<file path="config.mk">
export PLATFORM = sky130hd
export DESIGN_NAME = vec3_alu_seq
export DESIGN_NICKNAME = d
export VERILOG_FILES = /design/src/rtl/vec3_alu_seq_pkg.sv /design/src/rtl/vec3_alu_seq_fp_mul_cell.sv /design/src/rtl/vec3_alu_seq.sv
export SDC_FILE = /design/constraint.sdc
export NUM_CORES = 2
export LEC_CHECK = 0
export BUFFER_PORTS_ARGS = -buffer_cell sky130_fd_sc_hd__buf_2
export CORE_ASPECT_RATIO = 2
export CORE_MARGIN = 10
export CORE_UTILIZATION = 58
export DETAILED_ROUTE_END_ITERATION = 7
export GPL_TIMING_DRIVEN = 0
export PLACE_DENSITY = 0.79
export SYNTH_ARGS = -nofsm -noshare
export SYNTH_HDL_FRONTEND = slang
export SYNTH_SLANG_ARGS = --single-unit
</file>
<file path="constraint.sdc">
create_clock -name clk -period 16.66 [get_ports clk]
set_input_delay 0.833 -clock clk [delete_from_list [all_inputs] [get_ports clk]]
set_output_delay 0.833 -clock clk [all_outputs]
set_load 0.01 [all_outputs]
</file>
<file path="src/rtl/vec3_alu_seq_pkg.sv">
// vec3_alu_seq_pkg: Q16.16 fixed-point types, vec3 op codes and FSM states
package vec3_alu_seq_pkg;
  localparam int FP_WIDTH = 32;
  localparam int FP_FRAC_BITS = 16;
  typedef logic signed [FP_WIDTH-1:0] fp;
  typedef struct packed {fp z; fp y; fp x;} vec3;
  typedef enum logic [2:0] {
    OP_ADD   = 3'd0,
    OP_SUB   = 3'd1,
    OP_NEG   = 3'd2,
    OP_DOT   = 3'd3,
    OP_SCALE = 3'd4
  } vec3_op_e;
  typedef enum logic [1:0] {S_IDLE, S_MUL, S_DONE} state_e;
endpackage

</file>
<file path="src/rtl/vec3_alu_seq_fp_mul_cell.sv">
// vec3_alu_seq_fp_mul_cell: combinational signed fixed-point multiply, full product rescaled and wrapped
module vec3_alu_seq_fp_mul_cell #(
  parameter int DATA_WIDTH = 32,
  parameter int FRAC_BITS  = 16
) (
  input  logic [DATA_WIDTH-1:0] a,
  input  logic [DATA_WIDTH-1:0] b,
  output logic [DATA_WIDTH-1:0] y
);
  logic signed [2*DATA_WIDTH-1:0] p;
  assign p = $signed(a) * $signed(b);
  assign y = DATA_WIDTH'(p >>> FRAC_BITS);
endmodule

</file>
<file path="src/rtl/vec3_alu_seq.sv">
// vec3_alu_seq: vec3 ADD/SUB/NEG/DOT/SCALE sequencer around one shared Q16.16 multiplier
module vec3_alu_seq
  import vec3_alu_seq_pkg::*;
#(
  parameter int DATA_WIDTH = FP_WIDTH,
  parameter int FRAC_BITS  = FP_FRAC_BITS
) (
  input  logic                    clk,
  input  logic                    rst_n,
  input  logic                    in_valid,
  output logic                    in_ready,
  input  logic [2:0]              in_op,
  input  logic [3*DATA_WIDTH-1:0] in_a,
  input  logic [3*DATA_WIDTH-1:0] in_b,
  input  logic [DATA_WIDTH-1:0]   in_s,
  output logic                    out_valid,
  input  logic                    out_ready,
  output logic [3*DATA_WIDTH-1:0] out_vec,
  output logic [DATA_WIDTH-1:0]   out_scalar,
  output logic                    out_err
);
  localparam int W = DATA_WIDTH;
  state_e state;
  logic [1:0] idx;
  logic [2:0] op;
  logic [2*W-1:0] a, b;
  logic [3*W-1:0] lanes;
  logic [W-1:0] s, ma, mb, prod;
  logic mul_op, bad_op;
  assign in_ready = state == S_IDLE;
  assign bad_op = in_op > 3'd4;
  assign mul_op = in_op == OP_DOT || in_op == OP_SCALE;
  // x lane multiplies straight off the ports on the accept edge; y and z use the latched upper lanes
  always_comb begin
    ma = in_ready ? in_a[W-1:0] : idx == 2'd1 ? a[W-1:0] : a[2*W-1:W];
    mb = in_ready ? (in_op == OP_DOT ? in_b[W-1:0] : in_s) : op != OP_DOT ? s : idx == 2'd1 ? b[W-1:0] : b[2*W-1:W];
  end
  vec3_alu_seq_fp_mul_cell #(.DATA_WIDTH(W), .FRAC_BITS(FRAC_BITS)) u_mul (.a(ma), .b(mb), .y(prod));
  for (genvar g = 0; g < 3; g++) begin : g_lane
    assign lanes[g*W +: W] = in_op == OP_ADD ? in_a[g*W +: W] + in_b[g*W +: W] :
                             in_op == OP_SUB ? in_a[g*W +: W] - in_b[g*W +: W] :
                             bad_op ? '0 : -in_a[g*W +: W];
  end
  // op FSM with registered outputs; out_scalar doubles as the DOT accumulator while busy
  always_ff @(posedge clk or negedge rst_n)
    if (!rst_n) begin
      state <= S_IDLE;
      idx <= '0;
      op <= '0;
      a <= '0;
      b <= '0;
      s <= '0;
      out_valid <= 1'b0;
      out_vec <= '0;
      out_scalar <= '0;
      out_err <= 1'b0;
    end else case (state)
      S_IDLE: if (in_valid) begin
        op <= in_op;
        a <= in_a[3*W-1:W];
        b <= in_b[3*W-1:W];
        s <= in_s;
        idx <= 2'd1;
        state <= mul_op ? S_MUL : S_DONE;
        out_valid <= !mul_op;
        out_err <= bad_op;
        out_scalar <= in_op == OP_DOT ? prod : '0;
        out_vec <= in_op == OP_SCALE ? {{(2*W){1'b0}}, prod} : in_op == OP_DOT ? '0 : lanes;
      end
      S_MUL: begin
        if (op == OP_DOT) out_scalar <= out_scalar + prod;
        else if (idx == 2'd1) out_vec[2*W-1:W] <= prod;
        else out_vec[3*W-1:2*W] <= prod;
        idx <= idx + 2'd1;
        if (idx == 2'd2) begin
          state <= S_DONE;
          out_valid <= 1'b1;
        end
      end
      default: if (out_ready) begin
        state <= S_IDLE;
        out_valid <= 1'b0;
        out_vec <= '0;
        out_scalar <= '0;
        out_err <= 1'b0;
      end
    endcase
endmodule
</file>
==> results of run 1 <==
through the flow:
stage	TNS [ps]	area (sq um)	std cells
global placement	-1560	59200	8343
detailed placement	-2250	59500	8362
floorplan	0	55800	6769
CTS	0	60500	8409
per-layer routing:
metal	overflow	track usage
met3	5	0.574
met4	325	0.783
met2	657	0.920
met5	1	0.187
met1	8	0.697
what timing repair did:
item | 4_1_cts
endpoints found under the setup margin | 9
pin swaps | 0
hold buffers | 0
resized for setup | 9
cells in the mapped netlist, types with 35 or more instances:
cell type,number
o21a_1,52
o21ai_0,296
mux2i_1,89
nor2_1,798
nand2b_1,43
a211oi_1,56
a22oi_1,54
nor3_1,83
o22ai_1,49
xnor2_1,141
a31oi_1,36
a21o_1,97
dfrtp_1,296
fa_1,845
clkbuf_1,319
ha_1,386
nand2_1,983
mux2_2,35
a21oi_1,278
nand3_1,63
xor2_1,75
o21bai_1,67
nor2b_1,36
inv_1,1001
a221oi_1,65
cells by family after synthesis:
kind of cell,synth area share
adder cells (fa/ha/maj),0.390
XOR/XNOR,0.0363
AO/OA/AOI/OAI,0.159
flip-flops,0.133
AND/OR/NAND/NOR,0.167
buffers and inverters,0.0924
multiplexers,0.0235
==> impl_metrics.ini, run 1 <==
[yosys]
synth_edf_count = 0
seq_area_frac_synth = 0.133
synthesis.instances = 6769
ys_warn_count = 0
synth_fp_nets = 8231
avgSynthCellArea_sq_um = 8.25
ys.flop_type = dfrtp_1
syn_area_sq_mm = 0.0558
synth_top_area_share = 0.303
synth.area.top_cells = fa_1 (30%), dfrtp_1 (13%), ha_1 (8.7%)
synth.largest_area_cell = fa_1
synth_async_sr_flop_share = 1.00
yosys.cell_types.count = 98
synth-seq-cells = 296

[cts]
clock_sinks = 296
cts-buffers-inserted = 27
cts_buffer_depth = 3
cts_root_buf = clkbuf_16
htreeDepth = 1
cts_setup_buffers = 0

[floorplanning]
io_pins = 362
fp.dieW_microns = 239
initial_core_util = 0.586
die_height_microns = 459
rows = 160

[global_route]
grt_max_degree = 116
grt_use_total = 0.733
grt_pass1_wl_microns = 592000
grt_overflow = 996
grt_pass1_vias = 69970

[placement]
gp_congestion = 1.19
dpl_worst_slack_ps = -706
port_buffers = 359
hpwlAfterDp_microns = 265000

[status]
status = stopped before the end
lastStage = global routing
stop_error = [ERROR GRT-0116] Global routing finished with congestion. Check the congestion regions in the DRC Viewer.
==> run 2: changes to the inputs <==
Settings changed: CORE_ASPECT_RATIO 2 to not set, CORE_UTILIZATION 58 to 40, PLACE_DENSITY 0.79 to not set, PLACE_DENSITY_LB_ADDON set to 0.15.
==> run 2 against run 1 <==
Effect of this change: the flow now finishes, with violations (capacitance limit, slew limit); synthesized cell count unchanged; area after synthesis is the same.
==> impl_metrics.ini, run 2 <==
[detailed_routing]
antenna_left = 0
drc = 0
firstDrtPassIters = 6
route.vias.total = 55474
drt-initial-drc-count = 7032
wl_per_cell_microns = 34.4
vias_per_cell = 6.08
routed_wl_microns = 314000

[worst_setup_path]
cp.arrival_ps = 17100
worstSetupPathType = flop to flop
cp_max_fo = 19
crit_path_end_kind = flop
critPathLaunchType = flop
cp-startpoint = idx[1]$_DFFE_PN0P_
r2r-start = idx[1]$_DFFE_PN0P_
cp_slowest_cell = a21oi_1
cp.required_ps = 17170
slowest_delay_ps = 980
cpMostUsedCell = fa_1

[sta]
slew_violations = 140
slew_headroom = -0.115
grt_setup_unrepaired = no
setup_violations = 0
period_needed_ps = 16590
finalHoldViolCount = 0
tightestPinTransition_ps = 1670
fmax_ghz = 0.0603
finClkSkew_ps = 54.2
timing.final.crit_share = 0.996

[cts]
clk_pin_slew_worst_paths_ps = 60
cts_setup_buffers = 0
cts_root_buf = clkbuf_16
htreeDepth = 2
cts_buffer_depth = 3
cts-buffers-inserted = 37
clock_sinks = 296
cts_tree = yes
worst_skew_pair.late_latency_ps = 610

[yosys]
ys.flop_type = dfrtp_1
yosysMostFrequentCell = inv_1
synthesis.instances = 6769
synth_async_sr_flop_share = 1.00
avgSynthCellArea_sq_um = 8.25
seq_area_frac_synth = 0.133
synth_edf_count = 0
synth.largest_area_cell = fa_1
yosys.cell_types.count = 98
synth_top_area_share = 0.303
syn_area_sq_mm = 0.0558
ys_top_cells_by_count = inv_1 (1001), nand2_1 (983), fa_1 (845)
synth.area.top_cells = fa_1 (30%), dfrtp_1 (13%), ha_1 (8.7%)
synth_fp_nets = 8231
synth-seq-cells = 296
ys_warn_count = 0

[floorplanning]
die_height_microns = 394
fp.dieW_microns = 394
initial_core_util = 0.402
core_sq_mm = 0.139
io_pins = 362
rows = 137
dieArea_sq_mm = 0.155

[placement]
gp_congestion = 1.06
dp_cells = 9033
placed_area_sq_mm = 0.0606
port_buffers = 359
hpwlAfterDp_microns = 264000

[layout]
fin_area_sq_mm = 0.0620
nets = 8655
fin_cells = 9118
syn_to_final_growth_pct = 11.1
largest_register = out_vec
top_regs = out_vec (96), a (64), b (64)
largest_register_ffs = 96
drive_above_1_share = 0.0830
final_cell_mix = inv_1 (1001), nand2_1 (983), fa_1 (845)
layout_commonest_cell = inv_1
fin_util = 0.446
n_fill_cell = 14307

[global_route]
antenna_found_initial = 42
grt_overflow = 0
grt_pass1_wl_microns = 430000
grt_max_degree = 89
grt_pass1_vias = 54237
grt_use_total = 0.392

[status]
violations = capacitance limit, slew limit
status = finished with violations

[min_path]
hold_class = input pin to asynchronous set/reset pin

[flow_run]
cap_violations = 21
## run 2: layout make-up
| type | count | area [sq um] | area share |
|---|---|---|---|
| diodes | 24 | 60.1 | 0.000968 |
| plain buffers | 356 | 1390 | 0.0224 |
| clock buffers | 44 | 1000 | 0.0162 |
| clock inverters | 20 | 327 | 0.00526 |
| inverters | 1004 | 3770 | 0.0607 |
| multi-input cells | 5110 | 43500 | 0.701 |
| flip-flops and latches | 296 | 7410 | 0.119 |
| well taps | 1876 | 2350 | 0.0378 |
| repair buffers | 388 | 2270 | 0.0365 |
## run 2: final timing paths
kind | end | slack (ps) | cells past startpoint
worst max-delay path | out_scalar[31]$_DFFE_PN0P_ | 70 | 46
worst min-delay path | out_vec[43]$_DFFE_PN0P_ | 130 | 1
worst max register to register | out_scalar[31]$_DFFE_PN0P_ | 70 | 46
worst min register to register | a[45]$_DFFE_PN0P_ | 470 | 2
max in group asynchronous | s[18]$_DFFE_PN0P_ | 15320 | 3
min in group clk | a[45]$_DFFE_PN0P_ | 470 | 2
## run 2: cells by family (layout without fill, tap and decap cells)
| kind of cell | Yosys count | in the layout | synth area share |
|---|---|---|---|
| AOI/OAI and AO/OA | 1321 | 1321 | 0.159 |
| xor gates and xnor gates | 222 | 222 | 0.0363 |
| adders and majority gates | 1232 | 1232 | 0.390 |
| buffers and inverters | 1363 | 1812 | 0.0924 |
| DFF | 296 | 296 | 0.133 |
| muxes | 126 | 126 | 0.0235 |
| other | 0 | 24 | 0 |
| and+or+nand+nor | 2209 | 2209 | 0.167 |
## run 2: routing by layer
metal	track usage	vias to the layer above	routed length, microns
met4	0.256	32	25500
met3	0.126	838	38200
met5	0	-	213
met2	0.545	3534	125000
li1	-	22861	-
met1	0.517	28209	125000
## run 2: through the flow
stage          setup WS, ps  hold slack, ps  setup TNS, ps
2_1_floorplan          5180             438              0
3_3_place_gp          -1870             452         -14890
3_5_place_dp          -1070             459          -5900
4_1_cts                 341             129              0
5_1_grt                37.0             156              0
6_report               70.1             128              0
## run 2: repair_timing
action	in CTS	in global routing
endpoints found under the setup margin	11	2
hold buffers	0	0
gates resized for setup	3	6
pin swaps	0	0
## run 2: critical path, delay by kind of cell (launching register included)
family	cells	cell delay, ps
AO/OA/AOI/OAI	14	4080
XOR/XNOR	1	310
adder cells (fa/ha/maj)	11	5430
buffers and inverters	11	4110
flip-flops	1	400
multiplexers	1	770
AND/OR/NAND/NOR	8	1320
Power of run 2 is left out: the tool's default activity adds up to more than one toggle a clock period on the data nets, which glitch-free logic cannot reach.
